## src/rtl/clock_div_prog_pkg.sv

```systemverilog
// Shared types and helpers for the programmable clock divider.
package clock_div_prog_pkg;

    typedef enum logic {
        STOP = 1'b0,
        RUN  = 1'b1
    } state_t;

    localparam logic [31:0] DIV_MIN = 32'd2;

    // High-phase length of a period; evaluated at 32 bits so div=2**CNT_W-1 cannot overflow.
    function automatic logic [31:0] half_high(input logic [31:0] div);
        return (div + 32'd1) >> 1;
    endfunction

endpackage

```

## src/rtl/clock_div_prog_load.sv

```systemverilog
// Divisor load handshake: validates and holds a pending divisor until the core applies it.
module clock_div_prog_load
    import clock_div_prog_pkg::*;
#(
    parameter int CNT_W = 8
) (
    input  logic             clk_i,
    input  logic             reset,
    input  logic             load_i,
    input  logic [CNT_W-1:0] div_i,
    input  logic             apply_evt,
    output logic             apply_div,
    output logic [CNT_W-1:0] div_new,
    output logic             load_ack,
    output logic             busy,
    output logic             err
);

    logic [CNT_W-1:0] pend_r;
    logic             busy_r;
    logic             ack_r;
    logic             err_r;
    logic             err_s;
    logic             capture_s;
    logic             busy_nxt_s;

    // Request classification; a too-small divisor is rejected even while busy.
    always_comb begin
        err_s      = 1'b0;
        capture_s  = 1'b0;
        busy_nxt_s = busy_r;
        if (load_i && (32'(div_i) < DIV_MIN)) begin
            err_s = 1'b1;
        end else if (load_i && !busy_r) begin
            capture_s = 1'b1;
        end else begin
            capture_s = 1'b0;
        end
        if (capture_s) begin
            busy_nxt_s = 1'b1;
        end else if (busy_r && apply_evt) begin
            busy_nxt_s = 1'b0;
        end else begin
            busy_nxt_s = busy_r;
        end
    end

    // Pending divisor and handshake flags.
    always_ff @(posedge clk_i or negedge reset) begin
        if (!reset) begin
            pend_r <= {CNT_W{1'b0}};
            busy_r <= 1'b0;
            ack_r  <= 1'b0;
            err_r  <= 1'b0;
        end else begin
            pend_r <= capture_s ? div_i : pend_r;
            busy_r <= busy_nxt_s;
            ack_r  <= capture_s;
            err_r  <= err_s;
        end
    end

    assign apply_div = busy_r && apply_evt;
    assign div_new   = pend_r;
    assign load_ack  = ack_r;
    assign busy      = busy_r;
    assign err       = err_r;

endmodule

```

## src/rtl/clock_div_prog.sv

```systemverilog
// Runtime-programmable clock divider with period-boundary divisor updates.
// Optional CLK_DIV_PROG_SYNC_EN adds sync_i to restart the phase while running.
module clock_div_prog
    import clock_div_prog_pkg::*;
#(
    parameter int CNT_W       = 8,
    parameter int DIV_DEFAULT = 4
) (
    input  logic             clk_i,
    input  logic             reset,
    input  logic             en_i,
    input  logic             load_i,
    input  logic [CNT_W-1:0] div_i,
`ifdef CLK_DIV_PROG_SYNC_EN
    input  logic             sync_i,
`endif
    output logic             load_ack_o,
    output logic             busy_o,
    output logic             err_o,
    output logic             clk_o,
    output logic             tick_o,
    output logic [CNT_W-1:0] counter_o
);

    state_t           state_r;
    state_t           state_nxt_s;
    logic [CNT_W-1:0] div_r;
    logic [CNT_W-1:0] counter_r;
    logic [CNT_W-1:0] cnt_inc_s;
    logic [CNT_W-1:0] cnt_nxt_s;
    logic [CNT_W-1:0] div_new_s;
    logic             clk_r;
    logic             tick_r;
    logic             clk_nxt_s;
    logic             tick_nxt_s;
    logic             apply_evt_s;
    logic             apply_div_s;
    logic             sync_s;

`ifdef CLK_DIV_PROG_SYNC_EN
    assign sync_s = sync_i;
`else
    assign sync_s = 1'b0;
`endif

    clock_div_prog_load #(
        .CNT_W(CNT_W)
    ) u_load (
        .clk_i     (clk_i),
        .reset     (reset),
        .load_i    (load_i),
        .div_i     (div_i),
        .apply_evt (apply_evt_s),
        .apply_div (apply_div_s),
        .div_new   (div_new_s),
        .load_ack  (load_ack_o),
        .busy      (busy_o),
        .err       (err_o)
    );

    // State register.
    always_ff @(posedge clk_i or negedge reset) begin
        if (!reset) begin
            state_r <= STOP;
        end else begin
            state_r <= state_nxt_s;
        end
    end

    // Next-state logic: en_i alone selects RUN or STOP.
    always_comb begin
        state_nxt_s = STOP;
        case (state_r)
            STOP:    state_nxt_s = en_i ? RUN : STOP;
            RUN:     state_nxt_s = en_i ? RUN : STOP;
            default: state_nxt_s = STOP;
        endcase
    end

    // Next phase, clock level, strobe, and the edges where a pending divisor may be applied.
    always_comb begin
        cnt_inc_s   = (counter_r == (div_r - CNT_W'(1))) ? {CNT_W{1'b0}} : (counter_r + CNT_W'(1));
        cnt_nxt_s   = {CNT_W{1'b0}};
        clk_nxt_s   = 1'b0;
        tick_nxt_s  = 1'b0;
        apply_evt_s = 1'b0;
        case (state_r)
            STOP: begin
                apply_evt_s = 1'b1;
                if (en_i) begin
                    clk_nxt_s  = 1'b1;
                    tick_nxt_s = 1'b1;
                end else begin
                    clk_nxt_s  = 1'b0;
                    tick_nxt_s = 1'b0;
                end
            end
            RUN: begin
                if (!en_i) begin
                    apply_evt_s = 1'b1;
                end else if (sync_s) begin
                    apply_evt_s = 1'b1;
                    clk_nxt_s   = 1'b1;
                    tick_nxt_s  = 1'b1;
                end else begin
                    cnt_nxt_s   = cnt_inc_s;
                    clk_nxt_s   = 32'(cnt_inc_s) < half_high(32'(div_r));
                    tick_nxt_s  = (cnt_inc_s == {CNT_W{1'b0}});
                    apply_evt_s = tick_nxt_s;
                end
            end
            default: begin
                apply_evt_s = 1'b0;
            end
        endcase
    end

    // Registered phase outputs and active divisor.
    always_ff @(posedge clk_i or negedge reset) begin
        if (!reset) begin
            counter_r <= {CNT_W{1'b0}};
            clk_r     <= 1'b0;
            tick_r    <= 1'b0;
            div_r     <= CNT_W'(DIV_DEFAULT);
        end else begin
            counter_r <= cnt_nxt_s;
            clk_r     <= clk_nxt_s;
            tick_r    <= tick_nxt_s;
            div_r     <= apply_div_s ? div_new_s : div_r;
        end
    end

    assign counter_o = counter_r;
    assign clk_o     = clk_r;
    assign tick_o    = tick_r;

endmodule
```

## config.mk

```make
export PLATFORM = sky130hd
export DESIGN_NAME = clock_div_prog
export DESIGN_NICKNAME = d
export VERILOG_FILES = /design/src/rtl/clock_div_prog_pkg.sv /design/src/rtl/clock_div_prog_load.sv /design/src/rtl/clock_div_prog.sv
export SDC_FILE = /design/constraint.sdc
export NUM_CORES = 1
export LEC_CHECK = 0
export BUFFER_PORTS_ARGS = -buffer_cell sky130_fd_sc_hd__buf_2
export CAP_MARGIN = 20
export CORE_MARGIN = 5
export CORE_UTILIZATION = 43
export CTS_CLUSTER_SIZE = 28
export DETAILED_ROUTE_END_ITERATION = 12
export HOLD_SLACK_MARGIN = 0.02
export PLACE_DENSITY = 0.71
export SYNTH_ARGS = -nofsm -noshare
export SYNTH_HDL_FRONTEND = slang
export SYNTH_SLANG_ARGS = --single-unit
```

## constraint.sdc

```tcl
create_clock -name clk_i -period 7 [get_ports clk_i]
set_clock_uncertainty 0.15 [all_clocks]
set_input_delay 2.1 -clock clk_i [delete_from_list [all_inputs] [get_ports clk_i]]
set_output_delay 2.1 -clock clk_i [all_outputs]
set_load 0.01 [all_outputs]
```

==> results.cfg <==
[clock_tree]
cts_hold_buf = 0
cts_max_path_buffers = 2
post_cts_resized = 0
cts_setup_buffers = 0
cts_buffers = 5
cts_sinks = 30
cts.clk_slew.worst_paths_ps = 70
root_buffer = clkbuf_8
cts_tree = built
ctsHtreeMaxLevel = 2
clock_latency_ps = 290

[routing]
first_iter_violations = 120
vias = 1755
drtPass1Iterations = 5
routedWlPerCell_um = 15.0
viasPerCell = 5.50
postRouteAntennaNets = 0
route.final.wire_length_um = 4780
drcViolationCount = 0

[finish]
fin_nets = 270
antenna_cells = 0
drive_gt1_frac = 0.221
syn_to_final_growth_pct = 9.53

[pwr]
power_density_nw_per_um2 = 287
clkPwrFrac = 0.321
p_int_uw = 453
p_leak_uw = 0.00105
sw_frac_of_total = 0.343
ir_worst_vdd_mv = 0.128
switchingPower_uw = 236
seqPwrFrac = 0.384
p_comb_frac = 0.295

[timing]
fin_crit_sh = 0.547
setup-tns-final_ps = 0
fmax_mhz = 261
slew_headroom = 0.534
worst_slack_ps = 3170
tightest_slew_ps = 698
slew_violations = 0
grt_setup_unrepaired = no
hold_viol = 0
setup_viol = 0
period_minus_slack_ps = 3830

[die]
die_h_um = 81.4
pin_count = 25
fp.dieArea_um2 = 6630
start_util = 0.435
rows = 26
die_w_um = 81.4
coreArea_um2 = 5040

[synth]
synth_ff_type = dfrtp_1
ys_seq_area_frac = 0.343
syn_area_um2 = 2190
syn_nets = 257
synth-async-reset-ratio = 1.00
syn_area_per_cell_um2 = 9.33
ys_ff_latch = 30
synthCells = 235
synth_cell_type_count = 53
synth-edff-count = 0
yosys_warnings = 0

[placed_design]
dp_hpwl_um = 3320
portBuffers = 24
place_ws_ps = 3070
gp_congestion = 0.796

[global_route]
grt_pass1_wl_um = 8060
track_usage = 0.159
grt_pass1_vias = 1692
grt_max_degree = 31
antenna_found_initial = 0
grt_overflow_total = 0

[hold_path]
hold_path_class = flip-flop to flip-flop

[flow_run]
max-cap-violations = 0

[worst_setup_path]
cp-start-kind = flip-flop
critical_path_arrival_ps = 3900
worst-setup-path-type = flip-flop to flip-flop
cp-end-kind = flip-flop
cp.required_ps = 7070
path_max_fanout = 12

[run_status]
status = completed
## cell usage in the layout, fill, tap and decap left out, types with 3 or more instances in the layout
cell	n
xnor2_1	9
nand3b_1	3
and3_1	3
nand2b_1	7
clkbuf_8	6
xor2_1	10
nand2_1	15
a21oi_1	4
buf_2	24
mux2_2	8
a31oi_1	9
o211ai_1	8
a21o_1	3
o21ai_0	11
inv_1	4
ha_1	10
dfrtp_1	29
nor3_1	6
nor2_1	22
nand4_1	4
nand3_1	16
or2b_1	3
## synthesized netlist by cell type (all sizes together) (2+ instances only)
cell,number,area [µm²]
a211oi,4,40.0
a21o,3,22.5
a21oi,4,20.0
a31oi,9,56.3
and3,3,18.8
buf,16,131
clkbuf,3,15.0
dfrtp,29,726
ha,10,125
inv,4,15.0
mux2,8,90.1
nand2,15,56.3
nand2b,7,43.8
nand3,16,80.1
nand3b,3,22.5
nand4,4,25.0
nor2,23,103
nor2b,2,12.5
nor3,7,40.0
o211ai,9,81.3
o21a,2,15.0
o21ai,11,55.1
o31a,2,17.5
or2b,3,22.5
or3,2,18.8
xnor2,9,78.8
xor2,11,104
## cell families (layout without fill, tap and decap cells)
family / Yosys count / after routing / synth area share
adder cells (fa/ha/maj): 10 / 10 / 0.0571
AO/OA/AOI/OAI: 50 / 50 / 0.166
AND/OR/NAND/NOR: 93 / 93 / 0.232
flip-flops: 30 / 30 / 0.343
multiplexers: 8 / 8 / 0.0411
XOR/XNOR: 20 / 20 / 0.0833
buffers and inverters: 24 / 38 / 0.0782
## routing by layer
metal  global-route usage  part of all wire  vias to the layer above
met1                0.204              0.47                      850
met2                0.262              0.48                       32
met4               0.0574             0.013                        0
met3               0.0344             0.036                        7
li1                     -                 -                      866
met5                    0                 0                        -
## final timing paths
kind	start	endpoint	slack (ps)	cells after the start
worst min-delay path	u_load.div_new[5]	u_load.div_new[5]	360	1
worst min register to register	u_load.div_new[5]	u_load.div_new[5]	360	1
min in group asynchronous	reset	counter_o[2]	1690	1
worst max-delay path	div_r[0]	clk_o	3170	16
worst max register to register	div_r[0]	clk_o	3170	16
max in group asynchronous	reset	div_r[0]	4570	1
## power by group through the flow
| stage | Clock (µW) | Sequential, µW | Combinational, µW |
|---|---|---|---|
| after global routing | 233 | 271 | 228 |
| after CTS | 225 | 264 | 204 |
| after floorplan | 0 | 223 | 224 |
| after detailed placement | 0 | 268 | 202 |
| after global placement | 0 | 266 | 196 |
| final | 221 | 265 | 203 |
## stage by stage
stage | instance area [µm²] | util | power, µW | hold slack (ps) | cells
floorplan | 2190 | - | 446 | 331 | 235
global placement | 2250 | 0.446 | 462 | 343 | 310
detailed placement | 2260 | 0.448 | 469 | 348 | 311
CTS | 2400 | 0.476 | 694 | 363 | 319
global route | 2400 | 0.476 | 732 | 378 | 319
finish | 2400 | 0.476 | 689 | 358 | 319
## worst max-delay path, stage by stage (launching register included)
cell and delay, ps:
dfrtp_1 590, inv_1 120, ha_1 310, or2b_1 240
or4_1 410, a211oi_2 250, a211oi_2 50, buf_4 200
nor2_8 170, nor2_1 70, ha_1 290, nor2b_1 130
o21ai_0 150, nand2b_1 80, a21oi_1 200, o221a_2 210
o31a_1 120
## registers in the layout, summed over array words and instances (netlist names)
name             count
u_load.load_ack      1
u_load.busy          1
clk_o                1
tick_o               1
div_r                8
u_load.div_new       8
counter_o            8
state_r              1
u_load.err           1
## layout make-up
cell class | count | area, µm²
sequential | 30 | 752
clock inverter | 2 | 60.1
inverter | 4 | 15.0
clock buffer | 6 | 82.6
multi-input combinational | 181 | 1270
timing repair buffer | 26 | 135
tap | 70 | 87.6
fill | 481 | 2640
(Power assumes the default switching activity.)
